<file path="src/rtl/writeback.sv">
// Commit stage: retires executed instructions into the GPR file and EFLAGS,
// or drives byte-masked memory writes (two beats when crossing a word).
module writeback #(
  parameter logic [31:0] RESET_EFLAGS = 32'h0000_0002,
  parameter int          RETIRE_W     = 32
) (
  input  logic                clk,
  input  logic                rst_n,
  input  logic                in_valid,
  output logic                in_ready,
  input  logic [31:0]         in_result,
  input  logic [31:0]         in_eflags,
  input  logic [1:0]          in_dst_kind,
  input  logic [2:0]          in_dst_reg,
  input  logic [1:0]          in_width,
  input  logic [31:0]         in_addr,
  input  logic [2:0]          rd_idx0,
  input  logic [2:0]          rd_idx1,
  output logic [31:0]         rd_data0,
  output logic [31:0]         rd_data1,
  output logic [31:0]         eflags_q,
  output logic                mem_wr_valid,
  input  logic                mem_wr_ready,
  output logic [31:0]         mem_wr_addr,
  output logic [31:0]         mem_wr_data,
  output logic [3:0]          mem_wr_be,
  output logic                retire_pulse,
  output logic [RETIRE_W-1:0] retire_count
);

  typedef enum logic [1:0] {IDLE, MEM0, MEM1} state_t;

  state_t      state, state_nxt;
  logic [31:0] gpr [8];
  logic [29:0] addr_q;
  logic [7:0]  sh_q;
  logic [63:0] dw_q;

  logic        accept, is_mem, is_gpr, retire;
  logic [3:0]  mask;
  logic [7:0]  sh;
  logic [63:0] dw;
  logic [2:0]  wr_idx;
  logic [31:0] wr_val;

  assign in_ready = (state == IDLE);
  assign accept   = in_valid & in_ready;
  assign is_mem   = (in_dst_kind == 2'b10);
  assign is_gpr   = (in_dst_kind == 2'b01);
  assign rd_data0 = gpr[rd_idx0];
  assign rd_data1 = gpr[rd_idx1];

  // Lane placement for memory writes; the upper nibble/word is the spill beat.
  always_comb begin
    case (in_width)
      2'b00:   mask = 4'h1;
      2'b01:   mask = 4'h3;
      default: mask = 4'hF;
    endcase
    sh = {4'b0000, mask} << in_addr[1:0];
    dw = {32'b0, in_result} << {in_addr[1:0], 3'b000};
  end

  // 8-bit indices 4-7 name the high byte (AH..BH) of registers 0-3.
  always_comb begin
    wr_idx = (in_width == 2'b00) ? {1'b0, in_dst_reg[1:0]} : in_dst_reg;
    wr_val = gpr[wr_idx];
    case (in_width)
      2'b00: begin
        if (in_dst_reg[2]) wr_val[15:8] = in_result[7:0];
        else               wr_val[7:0]  = in_result[7:0];
      end
      2'b01:   wr_val[15:0] = in_result[15:0];
      default: wr_val       = in_result;
    endcase
  end

  always_comb begin
    state_nxt    = state;
    retire       = 1'b0;
    mem_wr_valid = 1'b0;
    mem_wr_addr  = 32'h0;
    mem_wr_data  = 32'h0;
    mem_wr_be    = 4'h0;
    case (state)
      IDLE: begin
        if (accept) begin
          if (is_mem) state_nxt = MEM0;
          else        retire    = 1'b1;
        end
      end
      MEM0: begin
        mem_wr_valid = 1'b1;
        mem_wr_addr  = {addr_q, 2'b00};
        mem_wr_be    = sh_q[3:0];
        mem_wr_data  = dw_q[31:0];
        if (mem_wr_ready) begin
          if (|sh_q[7:4]) begin
            state_nxt = MEM1;
          end else begin
            state_nxt = IDLE;
            retire    = 1'b1;
          end
        end
      end
      MEM1: begin
        mem_wr_valid = 1'b1;
        mem_wr_addr  = {addr_q + 30'd1, 2'b00};
        mem_wr_be    = sh_q[7:4];
        mem_wr_data  = dw_q[63:32];
        if (mem_wr_ready) begin
          state_nxt = IDLE;
          retire    = 1'b1;
        end
      end
      default: state_nxt = IDLE;
    endcase
  end

  always_ff @(posedge clk or negedge rst_n) begin
    if (!rst_n) begin
      state        <= IDLE;
      eflags_q     <= RESET_EFLAGS;
      addr_q       <= '0;
      sh_q         <= '0;
      dw_q         <= '0;
      retire_pulse <= 1'b0;
      retire_count <= '0;
      for (int i = 0; i < 8; i++) gpr[i] <= '0;
    end else begin
      state        <= state_nxt;
      retire_pulse <= retire;
      retire_count <= retire_count + RETIRE_W'(retire);
      if (accept) begin
        eflags_q <= in_eflags;
        if (is_gpr) gpr[wr_idx] <= wr_val;
        if (is_mem) begin
          addr_q <= in_addr[31:2];
          sh_q   <= sh;
          dw_q   <= dw;
        end
      end
    end
  end

endmodule
</file>
<file path="config.mk">
export PLATFORM = sky130hd
export DESIGN_NAME = writeback
export DESIGN_NICKNAME = d
export VERILOG_FILES = /design/src/rtl/writeback.sv
export SDC_FILE = /design/constraint.sdc
export NUM_CORES = 1
export LEC_CHECK = 0
export ABC_AREA = 1
export CAP_MARGIN = 20
export CORE_MARGIN = 5
export CORE_UTILIZATION = 50
export DETAILED_ROUTE_END_ITERATION = 10
export PLACE_DENSITY = 0.73
export SLEW_MARGIN = 25
export SYNTH_ARGS = -nofsm -noshare
export SYNTH_HDL_FRONTEND = slang
export SYNTH_SLANG_ARGS = --single-unit
</file>
<file path="constraint.sdc">
create_clock -name clk -period 4.29 [get_ports clk]
set_input_delay 0.858 -clock clk [delete_from_list [all_inputs] [get_ports clk]]
set_output_delay 0.858 -clock clk [all_outputs]
set_load 0.01 [all_outputs]
</file>
==> run metrics <==
EDFF count, synth=0; H-tree depth=2; crit path max fanout=12; IO Pins=312; Initial DRC Count=3,317; worst ir drop on vdd=0.000336 V; syn avg cell area=6.81 um2; setup bufs post-CTS=0; Die X=232 um; Setup crit end=mem_wr_addr[12]; vias in the first global route=24.5k; die extent in y=232 um; cells on worst reg2reg path=10; CP endpoint kind=output port; Top FF cell, synth=dfrtp_1; CTS tree=yes; layout net count=3,949; largest cells by area after synthesis=dfrtp_1, nand2_1, o21ai_0; Least-Margin Pin Slew=0.947 ns; total gr overflow=0; worst min path class=in2async; MaxCap Viol Count=0; routed wl met2=41,600 um; register area=10,400 um2; port bufs=309; Critical Path Source Type=flip-flop; top-count cell post-synth=nand2_1; synthesized instance count=3,626; CTS sink cnt=416; clock-pin slew on the worst setup and hold paths=0.06 ns; first-pass GRT wire length=140,000 um; largest net degree at the start of global routing=99; Synth cell types=42; outcome=finished clean; fin crit period=4.04 ns; Power Dens Cells=529 nW/um2; Antenna Nets Post-Route=0; Bufs on Longest Clock Path=3; metal3 WL=8260 um; # fillers=4,551; gr usage total=0.325; r2r setup slk=1.10 ns; Final Hold Viols=0; layout cells sized above 1=0.0518; placed inst area=28,300 um2; Critical-path top delay cell=clkdlybuf4s50_1; total number of vias=26.0k; Placer Congestion=0.942; Synth Cell Area=24,700 um2; worst hold slack=0.300 ns; Initial Util=0.505; Syn. warnings=0; row count=81; cts repair resizes=0; drt via density=5.75; Synth Register Bits=416; Rel. slew slack=0.369; drt drc=0; router iterations before antenna repair=8; setup TNS=0 ns; initial antenna violation count=1; Leak=0.0141 uW; final non-filler cell total=4,529; crit path kind=reg2out; Detail Placement HPWL=60,100 um; top cell type's share of synthesized area=0.420; largest area contributor in the netlist=dfrtp_1; Hold-fix buffers, CTS=0; final clock skew=0.0236 ns; clk root buf=clkbuf_16; placed insts=4,441; Power, Total=15,900 uW; CTS Buf Count=48; die area=53,900 um2; FMAX=0.247 GHz; worst path cell trace=inv_1 -> ha_1 -> nand2_1 -> clkinvlp_4 -> buf_4 -> nand2_1 -> o21bai_1 -> o21ai_0 -> clkdlybuf4s50_1; period utilisation layout=0.942; uppermost layer routed=met4; Worst path most repeated cell=nand2_1; RSZ-0062 raised after global routing=false; WP data required=3.43 ns; worst reg2reg path startpoint=state[0]$_DFFE_PN0P_; Syn-to-layout area delta=21.3%; commonest cells in the netlist=nand2_1, o21ai_0, dfrtp_1; post-synthesis async set-or-reset flop share=1.00; M1 WL=34,800 um; sequential share of the synthesized area=0.422; Crit path largest cell delay=0.61 ns; Routed WL per cell=19.8 um; multi-input gate area in the final layout=12,200 um2; crit path DAT=3.18 ns; final wirelength=89,900 um; Worst Setup SP=state[0]$_DFFE_PN0P_; Reg2Reg Capture Point=gpr[92]$_DFFE_PN0P_; setup violators final=0; max-slew violations=0; design area=30,000 um2; Floorplan Core Area=49,000 um2; Clock Latency Late Sink=0.59 ns
==> metrics by stage <==
stage	utilization	setup slack (ns)
after floorplan	-	1.52
after global placement	0.578	0.494
after detailed placement	0.578	0.497
after CTS	0.612	0.179
after global routing	0.612	0.0580
final	0.612	0.247
==> where the power goes <==
group / leakage [uW] / total [uW] / internal [uW] / switching [uW]
Clock: 0.000809 / 4270 / 2560 / 1710
Combinational: 0.00803 / 5500 / 2260 / 3240
Sequential: 0.00525 / 6090 / 5200 / 895
==> cells in the final DEF (no fill, tap or decap), types with 3 or more instances in the layout <==
cell type,synthesis,routed
buf_4,20,60
buf_2,58,4
xor2_1,20,20
nand2_1,1214,1214
clkinvlp_4,0,4
nor3_1,19,19
nor2_1,174,174
nor2_2,13,5
xnor2_1,8,8
nor2_4,1,9
o22ai_1,33,33
bufinv_16,0,4
inv_4,1,3
o21ai_0,484,484
o21ai_1,9,9
inv_2,11,12
o221ai_1,10,10
a31oi_1,65,65
inv_1,296,292
o211ai_1,10,10
clkbuf_8,0,13
a21oi_1,287,287
dfrtp_1,415,415
nand3_1,280,280
nand2_2,3,3
nand4_1,16,16
clkdlybuf4s50_1,0,301
clkbuf_1,128,7
clkbuf_16,0,49
ha_1,9,9
buf_12,0,12
clkinv_2,0,7
==> worst max-delay path, delay by kind of cell (launching register included) <==
family	cells	cell delay (ns)
flip-flops	1	0.38
AO/OA/AOI/OAI	2	0.25
buffers and inverters	4	1.16
AND/OR/NAND/NOR	2	0.26
adder cells (fa/ha/maj)	1	0.55
==> metal layers <==
metal | GRT usage | up-vias
li1 | - | 12300
met1 | 0.429 | 12000
met2 | 0.524 | 1468
met3 | 0.0476 | 281
met4 | 0.168 | 0
met5 | 0 | -
==> worst min path at each step <==
stage                                     endpoint  slack [ns]
final                     eflags_q[11]$_DFFE_PN0N_        0.30
after global placement     eflags_q[1]$_DFFE_PN1N_        0.46
after detailed placement   eflags_q[1]$_DFFE_PN1N_        0.46
after global routing      eflags_q[16]$_DFFE_PN0N_        0.36
after CTS                 eflags_q[11]$_DFFE_PN0N_        0.33
after floorplan               gpr[176]$_DFFE_PN0P_        0.45
==> cells by family (layout without fill, tap and decap cells) <==
family | Yosys count | in the layout | share of synthesized area
flip-flops | 416 | 416 | 0.422
other | 1 | 3 | 0.000152
AND/OR/NAND/NOR | 1727 | 1727 | 0.283
AO/OA/AOI/OAI | 909 | 909 | 0.193
adder cells (fa/ha/maj) | 9 | 9 | 0.00456
XOR/XNOR | 28 | 28 | 0.00993
buffers and inverters | 536 | 773 | 0.0875
==> layout make-up <==
class | instances | area share
Sequential cell | 416 | 0.347
Timing Repair Buffer | 378 | 0.125
Inverter | 308 | 0.0390
Multi-Input combinational cell | 2675 | 0.406
Tap cell | 664 | 0.0277
Antenna cell | 1 | 0.0000835
Clock buffer | 69 | 0.0478
Clock inverter | 18 | 0.00718
==> sequential cells by signal, indices dropped and copies added, names as in the netlist <==
signal and flops:
addr_q 30, dw_q 56, eflags_q 32, gpr 256
retire_count 32, retire_pulse 1, sh_q 7, state 2
No activity file was read; power rests on OpenSTA's default activity.
